**config.mk**
```make
export PLATFORM = sky130hd
export DESIGN_NAME = ysyx_23060184_mc_ctrl_flat
export DESIGN_NICKNAME = d
export VERILOG_FILES = /design/src/rtl/ysyx_23060184_mc_ctrl_if.sv /design/src/rtl/ysyx_23060184_mc_ctrl.sv /design/src/flat_wrapper.sv
export SDC_FILE = /design/constraint.sdc
export NUM_CORES = 1
export LEC_CHECK = 0
export CORE_MARGIN = 5
export CORE_UTILIZATION = 45
export CTS_CLUSTER_DIAMETER = 120
export DETAILED_ROUTE_END_ITERATION = 10
export PLACE_DENSITY = 0.84
export SLEW_MARGIN = 20
export SYNTH_ARGS = -nofsm -noshare
export SYNTH_HDL_FRONTEND = slang
export SYNTH_SLANG_ARGS = --single-unit
```
**constraint.sdc**
```tcl
create_clock -name clk -period 1.9 [get_ports clk]
set_input_delay 0.19 -clock clk [delete_from_list [all_inputs] [get_ports clk]]
set_output_delay 0.19 -clock clk [all_outputs]
set_load 0.05 [all_outputs]
```
**src/rtl/ysyx_23060184_mc_ctrl_if.sv**
```systemverilog
// ysyx_23060184_mc_ctrl_if: fetch/LSU handshakes and datapath controls between the sequencer and the core
interface ysyx_23060184_mc_ctrl_if #(parameter int INST_W = 32);
  logic              inst_valid;
  logic [INST_W-1:0] inst;
  logic              inst_ready;
  logic              branch_taken;
  logic              lsu_req;
  logic              lsu_we;
  logic              lsu_done;
  logic              lsu_err;
  logic              reg_write;
  logic              csr_write;
  logic              pc_we;
  logic [1:0]        pc_sel;
  logic              trap_valid;
  logic [3:0]        trap_cause;
  logic              retire;
  logic [2:0]        state_o;
  modport master (
    input  inst_valid, inst, branch_taken, lsu_done, lsu_err,
    output inst_ready, lsu_req, lsu_we, reg_write, csr_write, pc_we, pc_sel,
           trap_valid, trap_cause, retire, state_o
  );
  modport slave (
    output inst_valid, inst, branch_taken, lsu_done, lsu_err,
    input  inst_ready, lsu_req, lsu_we, reg_write, csr_write, pc_we, pc_sel,
           trap_valid, trap_cause, retire, state_o
  );
endinterface

```
**src/rtl/ysyx_23060184_mc_ctrl.sv**
```systemverilog
// ysyx_23060184_mc_ctrl: multi-cycle FETCH/DECODE/EXEC/MEM/WB sequencer with watchdog and precise traps
module ysyx_23060184_mc_ctrl #(
  parameter int INST_W      = 32,
  parameter int TIMEOUT_CYC = 255,
  parameter int CNT_W       = 8
) (
  input logic clk,
  input logic rst,
  ysyx_23060184_mc_ctrl_if.master bus
);
  typedef enum logic [2:0] {
    S_FETCH  = 3'd0,
    S_DECODE = 3'd1,
    S_EXEC   = 3'd2,
    S_MEM    = 3'd3,
    S_WB     = 3'd4,
    S_TRAP   = 3'd5
  } state_e;
  localparam logic [CNT_W-1:0] TO = CNT_W'(TIMEOUT_CYC);
  state_e            state_q, state_d;
  logic [INST_W-1:0] inst_q, inst_d;
  logic [CNT_W-1:0]  wd_q, wd_d, wd_inc;
  logic [3:0]        cause_q, cause_d, mem_cause;
  logic [6:0]        opc;
  logic is_ld, is_st, is_br, is_jal, is_jalr, is_sys, is_csr, is_ecall, is_mret, legal;
  logic wd_hit, st_ok, in_exec_jump;
  assign opc       = inst_q[6:0];
  assign is_ld     = opc == 7'b0000011;
  assign is_st     = opc == 7'b0100011;
  assign is_br     = opc == 7'b1100011;
  assign is_jal    = opc == 7'b1101111;
  assign is_jalr   = opc == 7'b1100111;
  assign is_sys    = opc == 7'b1110011;
  assign is_csr    = is_sys && (inst_q[14:12] == 3'b001 || inst_q[14:12] == 3'b010);
  assign is_ecall  = inst_q == INST_W'(32'h0000_0073);
  assign is_mret   = inst_q == INST_W'(32'h3020_0073);
  assign legal     = opc inside {7'b0110111, 7'b0010111, 7'b1101111, 7'b1100111, 7'b1100011,
                                 7'b0000011, 7'b0100011, 7'b0110011, 7'b0010011, 7'b1110011};
  assign mem_cause = is_st ? 4'd7 : 4'd5;
  // TIMEOUT_CYC of zero parks the counter at zero so it can never match
  assign wd_hit    = TIMEOUT_CYC != 0 && wd_q == TO;
  assign wd_inc    = (TIMEOUT_CYC == 0 || wd_q == TO) ? wd_q : wd_q + 1'b1;
  always_comb begin
    state_d = state_q;
    inst_d  = inst_q;
    cause_d = cause_q;
    wd_d    = wd_q;
    case (state_q)
      S_FETCH:
        if (bus.inst_valid) begin
          inst_d  = bus.inst;
          state_d = S_DECODE;
        end else if (wd_hit) begin
          state_d = S_TRAP;
          cause_d = 4'd1;
        end else wd_d = wd_inc;
      S_DECODE: begin
        state_d = (!legal || is_ecall) ? S_TRAP : S_EXEC;
        cause_d = !legal ? 4'd2 : is_ecall ? 4'd11 : cause_q;
      end
      S_EXEC: begin
        state_d = (is_ld || is_st) ? S_MEM : (is_br || is_mret) ? S_FETCH : S_WB;
        wd_d    = (is_ld || is_st) ? '0 : wd_q;
      end
      S_MEM:
        if (bus.lsu_done) begin
          state_d = bus.lsu_err ? S_TRAP : is_st ? S_FETCH : S_WB;
          cause_d = bus.lsu_err ? mem_cause : cause_q;
        end else if (wd_hit) begin
          state_d = S_TRAP;
          cause_d = mem_cause;
        end else wd_d = wd_inc;
      default: state_d = S_FETCH;
    endcase
    if (state_d == S_FETCH && state_q != S_FETCH) wd_d = '0;
  end
  always_ff @(posedge clk) begin
    if (rst) begin
      state_q <= S_FETCH;
      inst_q  <= '0;
      wd_q    <= '0;
      cause_q <= '0;
    end else begin
      state_q <= state_d;
      inst_q  <= inst_d;
      wd_q    <= wd_d;
      cause_q <= cause_d;
    end
  end
  // a store commits in its lsu_done cycle, without visiting WB
  assign st_ok        = state_q == S_MEM && is_st && bus.lsu_done && !bus.lsu_err;
  assign in_exec_jump = state_q == S_EXEC && (is_br || is_mret);
  assign bus.inst_ready = state_q == S_FETCH;
  assign bus.lsu_req    = state_q == S_MEM;
  assign bus.lsu_we     = state_q == S_MEM && is_st;
  assign bus.reg_write  = state_q == S_WB && inst_q[11:7] != 5'd0;
  assign bus.csr_write  = (state_q == S_WB && is_csr) || state_q == S_TRAP;
  assign bus.pc_we      = state_q == S_WB || state_q == S_TRAP || in_exec_jump || st_ok;
  assign bus.pc_sel     = state_q == S_TRAP                 ? 2'd3 :
                          (state_q == S_EXEC && is_mret)    ? 2'd3 :
                          (state_q == S_EXEC && is_br)      ? {1'b0, bus.branch_taken} :
                          (state_q == S_WB && is_jal)       ? 2'd1 :
                          (state_q == S_WB && is_jalr)      ? 2'd2 : 2'd0;
  assign bus.trap_valid = state_q == S_TRAP;
  assign bus.trap_cause = state_q == S_TRAP ? cause_q : 4'd0;
  assign bus.retire     = state_q == S_WB || in_exec_jump || st_ok;
  assign bus.state_o    = state_q;
endmodule

```
**src/flat_wrapper.sv**
```systemverilog
// flat-port wrapper written by rule: the top's interface ports become plain ports
module ysyx_23060184_mc_ctrl_flat 
#(
  parameter int INST_W      = 32,
  parameter int TIMEOUT_CYC = 255,
  parameter int CNT_W       = 8
)
  (clk, rst, bus_inst_valid, bus_inst, bus_branch_taken, bus_lsu_done, bus_lsu_err, bus_inst_ready, bus_lsu_req, bus_lsu_we, bus_reg_write, bus_csr_write, bus_pc_we, bus_pc_sel, bus_trap_valid, bus_trap_cause, bus_retire, bus_state_o);
  ysyx_23060184_mc_ctrl_if #(.INST_W(INST_W)) bus_i ();
  input logic clk;
  input logic rst;
  input wire logic [$bits(bus_i.inst_valid)-1:0] bus_inst_valid;
  input wire logic [$bits(bus_i.inst)-1:0] bus_inst;
  input wire logic [$bits(bus_i.branch_taken)-1:0] bus_branch_taken;
  input wire logic [$bits(bus_i.lsu_done)-1:0] bus_lsu_done;
  input wire logic [$bits(bus_i.lsu_err)-1:0] bus_lsu_err;
  output wire logic [$bits(bus_i.inst_ready)-1:0] bus_inst_ready;
  output wire logic [$bits(bus_i.lsu_req)-1:0] bus_lsu_req;
  output wire logic [$bits(bus_i.lsu_we)-1:0] bus_lsu_we;
  output wire logic [$bits(bus_i.reg_write)-1:0] bus_reg_write;
  output wire logic [$bits(bus_i.csr_write)-1:0] bus_csr_write;
  output wire logic [$bits(bus_i.pc_we)-1:0] bus_pc_we;
  output wire logic [$bits(bus_i.pc_sel)-1:0] bus_pc_sel;
  output wire logic [$bits(bus_i.trap_valid)-1:0] bus_trap_valid;
  output wire logic [$bits(bus_i.trap_cause)-1:0] bus_trap_cause;
  output wire logic [$bits(bus_i.retire)-1:0] bus_retire;
  output wire logic [$bits(bus_i.state_o)-1:0] bus_state_o;
  assign bus_i.inst_valid = bus_inst_valid;
  assign bus_i.inst = bus_inst;
  assign bus_i.branch_taken = bus_branch_taken;
  assign bus_i.lsu_done = bus_lsu_done;
  assign bus_i.lsu_err = bus_lsu_err;
  assign bus_inst_ready = bus_i.inst_ready;
  assign bus_lsu_req = bus_i.lsu_req;
  assign bus_lsu_we = bus_i.lsu_we;
  assign bus_reg_write = bus_i.reg_write;
  assign bus_csr_write = bus_i.csr_write;
  assign bus_pc_we = bus_i.pc_we;
  assign bus_pc_sel = bus_i.pc_sel;
  assign bus_trap_valid = bus_i.trap_valid;
  assign bus_trap_cause = bus_i.trap_cause;
  assign bus_retire = bus_i.retire;
  assign bus_state_o = bus_i.state_o;
  ysyx_23060184_mc_ctrl #(.INST_W(INST_W), .TIMEOUT_CYC(TIMEOUT_CYC), .CNT_W(CNT_W)) u_core (.clk(clk), .rst(rst), .bus(bus_i));
endmodule
```
==> results of run 1 <==
## flip-flops by register name, summed over array words and instances (netlist names)
register            flops
u_core.cause_q          4
u_core.inst_q          32
u_core.bus.state_o      3
u_core.wd_q             8
## worst max-delay path, stage by stage (launching register included)
cell	delay [ns]
dfxtp_2	0.33
or4_4	0.54
nor2_4	0.10
and4b_2	0.28
a21oi_4	0.10
o41ai_4	0.07
buf_12	0.18
## worst paths after layout
kind              depth (start not counted)         startpoint  slack (ns)                 to
setup / recovery                          6   u_core.inst_q[8]       -0.20      bus_pc_sel[1]
hold / removal                            3        bus_inst[6]        0.42   u_core.inst_q[6]
setup reg to reg                          9   u_core.inst_q[8]       -0.16  u_core.cause_q[3]
hold reg to reg                           2  u_core.inst_q[27]        0.46  u_core.inst_q[27]
## stage by stage
stage	area (sq um)	power [mW]
floorplan	2420	1.41
global placement	3280	1.63
detailed placement	3280	1.64
CTS	3450	2.41
global route	3520	2.54
finish	3520	2.42
## power breakdown
part	leakage (nW)	switching [mW]	internal, mW
logic	0.906	0.284	0.272
registers	0.387	0.0579	1.05
clock network	0.0587	0.363	0.399
## cells by family after synthesis
logic type,Yosys count,share of synthesized area
multiplexers,2,0.00853
AND/OR/NAND/NOR,153,0.325
XOR/XNOR,6,0.0224
AO/OA/AOI/OAI,74,0.193
buffers and inverters,23,0.0453
flip-flops,47,0.401
adder cells (fa/ha/maj),1,0.00533
## area by class of cell
type	instances	area (sq um)	area share
Clock buffer	5	68.8	0.0196
Clock inverter	3	47.5	0.0135
Inverter	7	26.3	0.00747
Multi-Input combinational cell	236	1420	0.402
Sequential cell	47	955	0.272
Tap cell	70	87.6	0.0249
Timing Repair Buffer	86	916	0.260
## routing by layer
| layer | track usage | up-vias | part of all wire |
|---|---|---|---|
| met5 | 0 | - | 0 |
| met4 | 0.0631 | 0 | 0.016 |
| met3 | 0.0521 | 13 | 0.061 |
| met2 | 0.339 | 72 | 0.51 |
| met1 | 0.221 | 1156 | 0.42 |
| li1 | - | 1224 | - |
## cell usage in the layout, fill, tap and decap left out, types with 5 or more instances in the layout
cell type / n
a21oi_1: 46
buf_12: 13
buf_4: 31
clkbuf_8: 5
clkdlybuf4s50_1: 38
dfxtp_1: 42
inv_1: 6
nand2_1: 75
nand3_1: 10
nor2_1: 17
nor3_1: 5
## cells in the mapped netlist (4+ instances only)
cell type,count
nor4_1,4
nor2_1,18
a31oi_1,4
inv_1,6
nor3_1,8
and2_1,5
o21ai_0,5
nand3_1,10
nand2_1,77
buf_2,4
xnor2_1,4
dfxtp_1,47
clkbuf_1,9
a21oi_1,47
## repair_timing
action                                  CTS  global route
gates cloned                              0             0
buffers inserted                          2             5
endpoints found under the setup margin   13            21
resized for setup                         9             8
pin swaps                                 1             6
==> results.cfg, run 1 <==
[layout]
utilization = 0.693
diodes = 0
num-nets-final = 422
areaGrowthSynthToFinish_pct = 49.9
nFillCells = 406
drive_gt1_frac = 0.242
instances_no_fill = 454

[grt]
grt_pass1_wl_mm = 10.2
grt_max_degree = 38
track_usage = 0.191
overflow = 0
antenna_found_initial = 0
grt_pass1_vias = 2381

[timing]
fmax_mhz = 476
hold_ws_ns = 0.417
period_needed_ns = 2.10
finalWorstSetupSlack_ns = -0.201
max_slew_margin = 0.671
rsz0062_at_grt = true
fin_crit_sh = 1.11
setup_violations = 18
tightest_slew_ns = 0.492
slew_viol_final = 0
tns_ns = -2.27
clock_skew_ns = 0.0136
hold_viol_final = 0

[synth]
synth-edff-count = 0
synth_seq_area_share = 0.401
ys_seq_elements = 47
synth_warnings = 0
synth_top_area_frac = 0.401
syn_inst = 306
synth_nets = 345
yosys.area.top_type = dfxtp_1
ys_async_sr_fraction = 0
yosys.cell_types.count = 53
synth.area.top_cells = dfxtp_1 40%, nand2_1 12%, a21oi_1 10%, nor2_1 2.9%, nand3_1 2.1%
synth-main-ff-cell = dfxtp_1
synth_area_per_cell_sq_um = 7.67
netlist_area_sq_um = 2350

[setup_path]
arrival_ns = 1.91
cp.required_ns = 1.71
start_kind = flop
end_kind = output port
path_class = flop to output port
path_max_fanout = 3

[routing]
drtPass1Iterations = 4
drc_errors = 0
wl_per_cell_um = 14.1
routed_wl_mm = 6.42
postRouteAntennaNets = 0
via_per_inst = 5.43
drtIter0Drc = 161
vias = 2465

[floorplanning]
die_area_sq_um = 6760
core_area_sq_um = 5070
rows = 26
fp.dieW_um = 82.2
ios = 55
die_h_um = 82.2
initial_core_util = 0.462

[clocking]
cts_tree = built
cts_root_buf = clkbuf_8
clkTransAtPathRegs_ns = 0.10
clk_latency_ns = 0.31
cts_max_level = 2
cts.path.max_buffers = 2
numCtsBuffers = 5
postCtsHoldBufs = 0
cts.sinks = 47

[place]
place_ws_ns = -0.00967
placed_cells = 439
finalWeightedCongestion = 0.908
hpwl_mm = 4.62
io_buffer_count = 54

[status]
violations = negative setup slack
status = finished with violations

[power]
cellPowerDensity_nw_per_um2 = 689
power_leakage_nw = 1.35
vdd_ir_drop_max_mv = 0.418

[min_path]
hold_path_class = input port to flop

[flow_run]
cap_violations = 0
No activity file was read; power rests on OpenSTA's default activity.
==> run 2, diff against run 1 <==
PLACE_DENSITY = 0.76   (was 0.84)
SLEW_MARGIN = 25   (was 20)
==> run 2 against run 1 <==
Effect of this change:
- via count decreased by 1.2%
- critical path depth unchanged
- utilization decreased by 0.79 points
- final area decreased by 1.1%
- non-clock buffer count unchanged
- the run still ends with negative setup slack left
- global-route usage increased by 0.82 points
- maximum frequency increased by 0.89%
- sequential share of layout area increased by 0.31 points
- clock skew decreased by 0.0047 ns
- critical endpoint unchanged
- largest power group unchanged
- clock power decreased by 17%
==> results.cfg, run 2 (same netlist as run 1, synthesis figures left out) <==
[layout]
regMostFlops = u_core.inst_q
drive_gt1_frac = 0.234
num-nets-final = 422
utilization = 0.685
final_common_cell = nand2_1
seq_area_sq_um = 955
multi_input_area_sq_um = 1400
areaGrowthSynthToFinish_pct = 48.2
largest_reg_flops = 32
diodes = 0
final_cell_mix = 75 x nand2_1, 46 x a21oi_1, 42 x dfxtp_1
nFillCells = 439
reg_top3 = u_core.inst_q x32, u_core.wd_q x8, u_core.cause_q x4

[timing]
finalWorstSetupSlack_ns = -0.182
rsz0062_at_grt = true
clock_skew_ns = 0.00899
slew_viol_final = 0
max_slew_margin = 0.662
setup_violations = 13
tns_ns = -1.75
hold_viol_final = 0
fmax_mhz = 480
fin_crit_sh = 1.10
tightest_slew_ns = 0.506
period_needed_ns = 2.08

[routing]
drtIter0Drc = 172
drtPass1Iterations = 4
postRouteAntennaNets = 0
drc_errors = 0
wl_per_cell_um = 13.9
via_per_inst = 5.36
vias = 2435
routed_wl_mm = 6.29

[power]
cellPowerDensity_nw_per_um2 = 652
seqPwrFrac = 0.487
p_sw_mw = 0.696
power_leakage_nw = 1.35
switching_share = 0.307
intPower_mw = 1.57
pwr-share-comb = 0.235
power_frac_clock = 0.278
vdd_ir_drop_max_mv = 0.382

[flow_run]
cap_violations = 0

[setup_path]
path_buf_inv = 1
start_kind = flop
cp_top_family = simple AND/OR/NAND/NOR gates
cp.required_ns = 1.71
arrival_ns = 1.89
critPathSlowestCell = or4_4
end_kind = output port
crit_chain = or4_4 -> nor2_4 -> and4b_2 -> a21oi_4 -> o41ai_4 -> buf_12
max_stage_delay_ns = 0.53
path_class = flop to output port
path_max_fanout = 3

[status]
violations = negative setup slack
status = finished with violations

[grt]
antenna_found_initial = 0
overflow = 0
track_usage = 0.199
grt_pass1_wl_mm = 10.4
grt_pass1_vias = 2394
grt_max_degree = 33

[clocking]
cts.sinks = 47
numCtsBuffers = 5
clkTransAtPathRegs_ns = 0.09
cts_max_level = 2
cts_root_buf = clkbuf_8
cts_tree = built
clk_latency_ns = 0.31
cts.path.max_buffers = 2

[floorplanning]
initial_core_util = 0.462
rows = 26
die_area_sq_um = 6760
ios = 55
fp.dieW_um = 82.2
core_area_sq_um = 5070
die_h_um = 82.2

[min_path]
hold_path_class = input port to flop

[place]
io_buffer_count = 54
hpwl_mm = 4.80
finalWeightedCongestion = 0.884
-- run 2: area by class of cell --
class                           count  area share
Clock inverter                      3     0.00648
Inverter                            7     0.00756
Tap cell                           70      0.0252
Clock buffer                        5      0.0198
Sequential cell                    47       0.275
Multi-Input combinational cell    236       0.402
Timing Repair Buffer               86       0.264
-- run 2: power groups by stage --
stage,registers (mW),logic (mW),clock network [mW]
after floorplan,1.12,0.294,0
after global placement,1.12,0.507,0
after detailed placement,1.12,0.517,0
after CTS,1.10,0.531,0.642
after global routing,1.11,0.584,0.674
final,1.10,0.533,0.630
-- run 2: routing by layer --
metal  share of wire  wire, um  vias up  GRT usage
met1            0.41      2570     1122      0.227
li1                -         -     1218          -
met4           0.019       118        0     0.0764
met3           0.067       420       11     0.0597
met2            0.51      3180       84      0.349
met5               0         0        -          0
-- run 2: path summary, 6_finish.rpt --
kind,start,end,slack [ns],depth (start not counted)
worst max-delay path,u_core.inst_q[11],bus_pc_sel[1],-0.18,6
worst min-delay path,bus_inst[27],u_core.inst_q[27],0.42,3
worst max register to register,u_core.inst_q[11],u_core.wd_q[0],-0.15,9
worst min register to register,u_core.inst_q[20],u_core.inst_q[20],0.46,2
-- run 2: worst register-to-register path, stage by stage (launching register included) --
cell      delay [ns]
dfxtp_2         0.33
or4_4           0.53
nor2_4          0.10
and4b_2         0.27
buf_4           0.12
buf_4           0.09
a211oi_2        0.04
o31ai_4         0.21
buf_6           0.17
a22oi_1         0.07
-- run 2: per-stage QoR --
step	worst slack, ns	cells	hold WS, ns	power (mW)	cell area [sq um]
finish	-0.182	454	0.415	2.27	3480
CTS	-0.219	453	0.408	2.27	3440
detailed placement	-0.00431	441	0.450	1.64	3300
floorplan	-0.188	306	0.326	1.41	2420
global placement	0.0495	441	0.443	1.63	3300
global route	-0.247	454	0.415	2.37	3480
-- run 2: timing repair --
action / 4_1_cts / 5_1_grt
pin swaps: 5 / 3
resized for setup: 7 / 8
endpoints found under the setup margin: 10 / 21
hold endpoints to repair: 0 / 0
setup buffers: 4 / 1
gates cloned: 0 / 0
hold buffers: 0 / 0
